File: src/rtl/deser_demux_pkg.sv
// Shared constants and sizing helpers for the serial-to-parallel demultiplexer.
package deser_demux_pkg;
  localparam int DEF_NLANES = 16;
  localparam int DEF_WIDTH  = 1;
  localparam int CNT_W      = 16;

  // Lane pointer width; a single-lane build still needs a 1-bit pointer.
  function automatic int idx_width(input int n);
    return (n <= 1) ? 1 : $clog2(n);
  endfunction
endpackage

File: src/rtl/deser_demux_lane_counter.sv
// Modulo-NLANES lane pointer; hold freezes it regardless of adv, wrap flags the last-lane step.
module lane_counter #(
  parameter int NLANES = 16,
  parameter int IDX_W  = 4
) (
  input  logic             clk,
  input  logic             rst,
  input  logic             adv,
  input  logic             hold,
  output logic [IDX_W-1:0] idx,
  output logic             wrap
);
  logic             w_step;
  logic             w_last;
  logic [IDX_W-1:0] r_idx;

  assign w_step = adv & ~hold;
  assign w_last = (r_idx == IDX_W'(NLANES - 1));
  assign wrap   = w_step & w_last;
  assign idx    = r_idx;

  always_ff @(posedge clk or posedge rst) begin
    if (rst)         r_idx <= '0;
    else if (w_step) r_idx <= w_last ? '0 : r_idx + 1'b1;
  end
endmodule

File: src/rtl/deser_demux.sv
// 1:Nlanes deserializer: fills shadow lanes in order and publishes a registered word
// with a one-cycle strobe when the last lane's sample arrives.
module deser_demux
  import deser_demux_pkg::*;
#(
  parameter int Nlanes = DEF_NLANES,
  parameter int Width  = DEF_WIDTH
) (
  input  logic                           clk,
  input  logic                           rst,
  input  logic [Width-1:0]               in,
  input  logic                           in_valid,
  input  logic                           slip,
  output logic [Nlanes*Width-1:0]        out,
  output logic                           out_valid,
  output logic [idx_width(Nlanes)-1:0]   lane_idx,
  output logic [CNT_W-1:0]               word_cnt
);
  localparam int IDX_W = idx_width(Nlanes);

  logic                               w_accept;
  logic                               w_wrap;
  logic [IDX_W-1:0]                   w_idx;
  logic [Nlanes-1:0][Width-1:0]       w_word;
  logic [Nlanes-1:0][Width-1:0]       r_out;
  logic                               r_valid;
  logic [CNT_W-1:0]                   r_cnt;

  assign w_accept = in_valid & ~slip;

  lane_counter #(.NLANES(Nlanes), .IDX_W(IDX_W)) u_cnt (
    .clk  (clk),
    .rst  (rst),
    .adv  (in_valid),
    .hold (slip),
    .idx  (w_idx),
    .wrap (w_wrap)
  );

  // The last lane is never stored: it comes straight from in on the completing cycle.
  for (genvar k = 0; k < Nlanes; k++) begin : g_lane
    if (k == Nlanes - 1) begin : g_top
      assign w_word[k] = in;
    end else begin : g_shadow
      logic [Width-1:0] r_lane;
      always_ff @(posedge clk or posedge rst) begin
        if (rst)                                  r_lane <= '0;
        else if (w_accept && w_idx == IDX_W'(k))  r_lane <= in;
      end
      assign w_word[k] = r_lane;
    end
  end

  always_ff @(posedge clk or posedge rst) begin
    if (rst) begin
      r_out   <= '0;
      r_valid <= 1'b0;
      r_cnt   <= '0;
    end else begin
      r_valid <= w_wrap;
      if (w_wrap) begin
        r_out <= w_word;
        if (r_cnt != '1) r_cnt <= r_cnt + 1'b1;
      end
    end
  end

  assign out       = r_out;
  assign out_valid = r_valid;
  assign lane_idx  = w_idx;
  assign word_cnt  = r_cnt;
endmodule

File: config.mk
export PLATFORM = sky130hd
export DESIGN_NAME = deser_demux
export DESIGN_NICKNAME = d
export VERILOG_FILES = /design/src/rtl/deser_demux_pkg.sv /design/src/rtl/deser_demux_lane_counter.sv /design/src/rtl/deser_demux.sv
export SDC_FILE = /design/constraint.sdc
export NUM_CORES = 1
export LEC_CHECK = 0
export ABC_AREA = 1
export CAP_MARGIN = 20
export CORE_ASPECT_RATIO = 1.2
export CORE_MARGIN = 4
export CORE_UTILIZATION = 40
export CTS_CLUSTER_DIAMETER = 200
export DETAILED_ROUTE_END_ITERATION = 12
export GPL_ROUTABILITY_DRIVEN = 0
export SYNTH_ARGS = -nofsm -noshare
export SYNTH_HDL_FRONTEND = slang
export SYNTH_SLANG_ARGS = --single-unit
File: constraint.sdc
create_clock -name clk -period 3.2 [get_ports clk]
set_input_delay 0.48 -clock clk [delete_from_list [all_inputs] [get_ports clk]]
set_output_delay 0.48 -clock clk [all_outputs]
set_load 0.05 [all_outputs]
== Word-level counts from Yosys, hierarchy flattened ==
Index checks and enable logic that the tools add are counted.

* Bitwise logic cells: 3
* Add/subtract/negate cells: 2
* Mux-type cells: 1
* Equal/unequal tests: 16
* Reductions and logical operators: 17

{| class="wikitable"
|+ Operator list
! kind !! number
|-
| == test 4 bit (second input constant) || 8
|-
| adder 16 x 1 -> 16 bit (second input constant) || 1
|-
| == test 4 x 3 -> 1 bit (second input constant) || 4
|-
| inequality test 16 bit (second input constant) || 1
|-
| logical AND 1 bit || 15
|-
| == test 4 x 2 -> 1 bit (second input constant) || 2
|-
| adder 4 x 1 -> 4 bit (second input constant) || 1
|-
| == test 4 x 1 -> 1 bit (second input constant) || 1
|-
| zero test 4 bit || 1
|-
| two-way mux 4 bit || 1
|-
| bitwise AND 1 bit || 2
|-
| AND reduction 2 bit || 1
|-
| inverter 1 bit || 1
|}

* Register bits after elaboration: 52
* Input bits: 5
* Word-level logic and storage cells: 73

== Depth between registers and ports, before layout ==
* Word-level depth: 4
* Gate-level depth with buffers: 9
* Mapped depth without buffers: 8

== Hierarchy ==
Synthesis repeated with hierarchy kept, for this count alone.

* Cells, all modules: 317
* Area total of the unflattened synthesis: 2499.9 µm²

{| class="wikitable"
|+ Modules (own cells, without submodules)
! module !! area each (µm²) !! times used !! cells each !! seq. area each (µm²)
|-
| deser_demux || 2285.9 || 1 || 289 || 1201.2
|-
| lane_counter || 214.0 || 1 || 28 || 100.1
|}

== Worst setup path after synthesis ==
No wires, ideal clock.

* Path kind: register to register
* From: register r_cnt[0] (netlist: word_cnt[0])
* To: register r_cnt[13] (netlist: word_cnt[13])
* Cell stages (with the launch flop): 10
* Clock period less this slack: 1817 ps
* Data arrival time: 1699 ps
* Buffers on the path: 1
* Required time: 3082 ps
* Library setup time: 118 ps
* Slack: 1383 ps
* Cells stage by stage: dfrtp_1 -> ha_1 -> nand3_2 -> inv_2 -> nand2_2 -> nor2_4 -> nor2_4 -> buf_8 -> nand2_1 -> nand2_1

* Word-level cells in the longest chain between the ends: 2

{| class="wikitable"
|+ Ends and longest elaborated chain
! what !! RTL line !! RTL
|-
| start, declared || deser_demux.sv:27 || <nowiki>logic [CNT_W-1:0] r_cnt;</nowiki>
|-
| start signal, assigned || deser_demux.sv:63 || <nowiki>if (r_cnt != '1) r_cnt <= r_cnt + 1'b1;</nowiki>
|-
| parallel branches: the longest is 2 deep, another holds adder 16 x 1 -> 16 bit || n/a ||
|}

Several ways; the timed one is not identified.
A chain may end at the register's enable or synchronous reset.

== Final worst setup path ==
* From: register r_cnt[2] (netlist: word_cnt[2])
* To: output port word_cnt[2]

{| class="wikitable"
|+ RTL lines
! what !! RTL line !! RTL
|-
| end, declared || deser_demux.sv:17 || <nowiki>output logic [CNT_W-1:0] word_cnt</nowiki>
|}

No word-level cell between the ends.

==> flow_summary.yaml <==
status:
  status: "completed"
synthesis:
  ys_seq_area_share_pct: 51.08
  avgSynthCellArea_sq_um: 8.271
  synth_edf_count: 0
  synth_cell_types: 28
  synth_fp_nets: 318
  synth_top_area_share_pct: 51.08
  synth_area_leaders: "dfrtp_1 51%, nand2_1 16%, nor2_1 5.6%"
  yosys.area.top_type: "dfrtp_1"
  syn_inst: 308
  synth-main-ff-cell: "dfrtp_1"
  synth_warnings: 0
  synthArstFlopShare_pct: 100.0
  syn-cell-area_sq_um: 2547
  ys_ff_latch: 52
finish:
  syn2layout_area_growth_pct: 22.10
  final_common_cell: "nand2_1"
  diodes: 0
  stdcell_area_sq_um: 3110
  drive_above_1_share_pct: 9.943
  final_cell_mix: "111 x nand2_1, 52 x dfrtp_1, 41 x clkdlybuf4s50_1"
  num-nets-final: 361
  fill_cells: 620
  seq_area_sq_um: 1301
  multi_input_area_sq_um: 1099
routing:
  route.met3.wl_um: 223
  vias: 2051
  wl_per_cell_um: 12.40
  final_antenna_net_count: 0
  postRouteWirelength_um: 5380
  drt_iter0_markers: 83
  wl_met1_um: 2279
  vias_per_cell: 4.726
  top_layer: "met4"
  drtPass1Iterations: 4
  wl_met2_um: 2838
  drc: 0
min_path:
  hold_path.class: "in2async"
critical_path:
  path_class: "reg2out"
  path_max_fanout: 7
  critPathMaxStageDelay_ns: 0.86
  worstPathArrival_ns: 1.66
  cp_top_family: "buffers and inverters"
  cp_cell_sequence: "clkdlybuf4s50_1"
  slowest_stage: "clkdlybuf4s50_1"
  required_ns: 2.72
  endpoint_kind: "output port"
  cp-start-kind: "register"
  critPathBufInv: 1
floorplanning:
  core_region_area_sq_um: 6128
  die-area_sq_um: 7715
  io_pins: 42
  rows: 31
  die_h_um: 95.42
  die-width_um: 80.85
  start_util_pct: 41.57
sta:
  timing.fmax_ghz: 0.4683
  rsz0062_at_grt: "false"
  tightest_slew_ns: 0.4995
  whs_ns: 0.4081
  fin_skew_ns: 0.006755
  setup_tns_ns: 0
  slew_headroom_pct: 66.60
  slew_viol_final: 0
  finalCritPeriodShare_pct: 66.73
  final_hold_viol_count: 0
  finalSetupViolCount: 0
  min_period_ns: 2.135
global_route:
  grt_pass1_vias: 1946
  gr-total-overflow: 0
  antenna_found_initial: 0
  grt_start_max_net_pins: 23
  grt_use_total_pct: 15.41
  grt_pass1_wl_um: 9114
job:
  maxCapViolCount: 0
power:
  power_frac_seq_pct: 44.9
  power.internal_mw: 1.260
  peakVddDrop_uv: 424.5
  p_per_area_nw_per_um2: 695.5
  cellLeakagePower_nw: 1.455
  clkPwrFrac_pct: 17.5
  power_frac_comb_pct: 37.6
  p_sw_share_pct: 41.77
  p_sw_mw: 0.9036
clocking:
  cts_tree: "built"
  clkLatencyLatePin_ns: 0.30
  cts.htree.levels: 2
  post_cts_buffers: 0
  hold_buffers: 0
  cts_inserted_buffers: 5
  clk_pin_slew_ns: 0.10
  cts_root_buffer: "clkbuf_8"
  cts_resized: 0
  cts.sinks: 52
  clockBufferDepth: 2
placement:
  post-dp-hpwl_um: 4081
  post_dp_cell_area_sq_um: 3019
  io_buffers: 41
-- area by class of cell --
cell class	count	area share [%]
inverters	24	2.936
clock buffers	5	2.212
well taps	82	3.298
clock inverters	3	0.7241
multi-input cells	225	35.32
flip-flops and latches	52	41.83
repair buffers	43	13.68
-- sequential cells by signal, indices dropped and copies added (netlist names) --
| name | flops |
|---|---|
| out | 16 |
| word_cnt | 16 |
| u_cnt.idx | 4 |
| out_valid | 1 |
| g_lane.g_shadow.r_lane | 15 |
-- cells in the mapped netlist (all sizes together) (3+ instances only) --
library cell,count
nand2,117
dfrtp,52
nor2,43
inv,23
o21ai,20
nand3,12
a21oi,11
nand4,7
buf,6
ha,5
xnor2,4
xor2,3
-- per-stage QoR --
| stage | std cells | setup WS [ns] | power, mW | utilization (%) |
|---|---|---|---|---|
| global placement | 426 | 0.9354 | 1.794 | 49.27 |
| CTS | 434 | 1.045 | 2.198 | 50.76 |
| detailed placement | 426 | 0.8822 | 1.807 | 49.27 |
| global route | 434 | 0.9968 | 2.311 | 50.76 |
| finish | 434 | 1.065 | 2.163 | 50.76 |
| floorplan | 308 | 1.383 | 1.535 | - |
-- logic make-up after synthesis --
group	share of synthesized area [%]
flops	51.08
fa+ha+maj	2.456
buf+inv	5.795
simple gates	30.16
xor+xnor	2.702
compound gates	7.809
-- worst paths after layout --
check | start | to | slack, ns | cells past startpoint
worst max-delay path | word_cnt[2] | word_cnt[2] | 1.06 | 1
worst min-delay path | rst | word_cnt[9] | 0.41 | 2
worst max register to register | u_cnt.idx[0] | word_cnt[6] | 1.36 | 8
worst min register to register | g_lane[4].g_shadow.r_lane | out[4] | 0.48 | 2
max in group asynchronous | rst | out[2] | 2.24 | 3
min in group clk | g_lane[4].g_shadow.r_lane | out[4] | 0.48 | 2
-- power groups by stage --
| stage | Clock, mW | Combinational [mW] | Sequential [mW] |
|---|---|---|---|
| after floorplan | 0 | 0.277 | 1.26 |
| final | 0.378 | 0.814 | 0.971 |
| after global placement | 0 | 0.812 | 0.983 |
| after CTS | 0.400 | 0.824 | 0.973 |
| after detailed placement | 0 | 0.821 | 0.986 |
| after global routing | 0.426 | 0.887 | 0.997 |
-- metal layers --
layer,global-route usage (%),vias to the layer above
met5,0,-
met1,19.04,952
met3,3.025,2
met2,26.64,45
li1,-,1052
met4,5.352,0
Note: power is estimated with default switching activity, not from simulation.
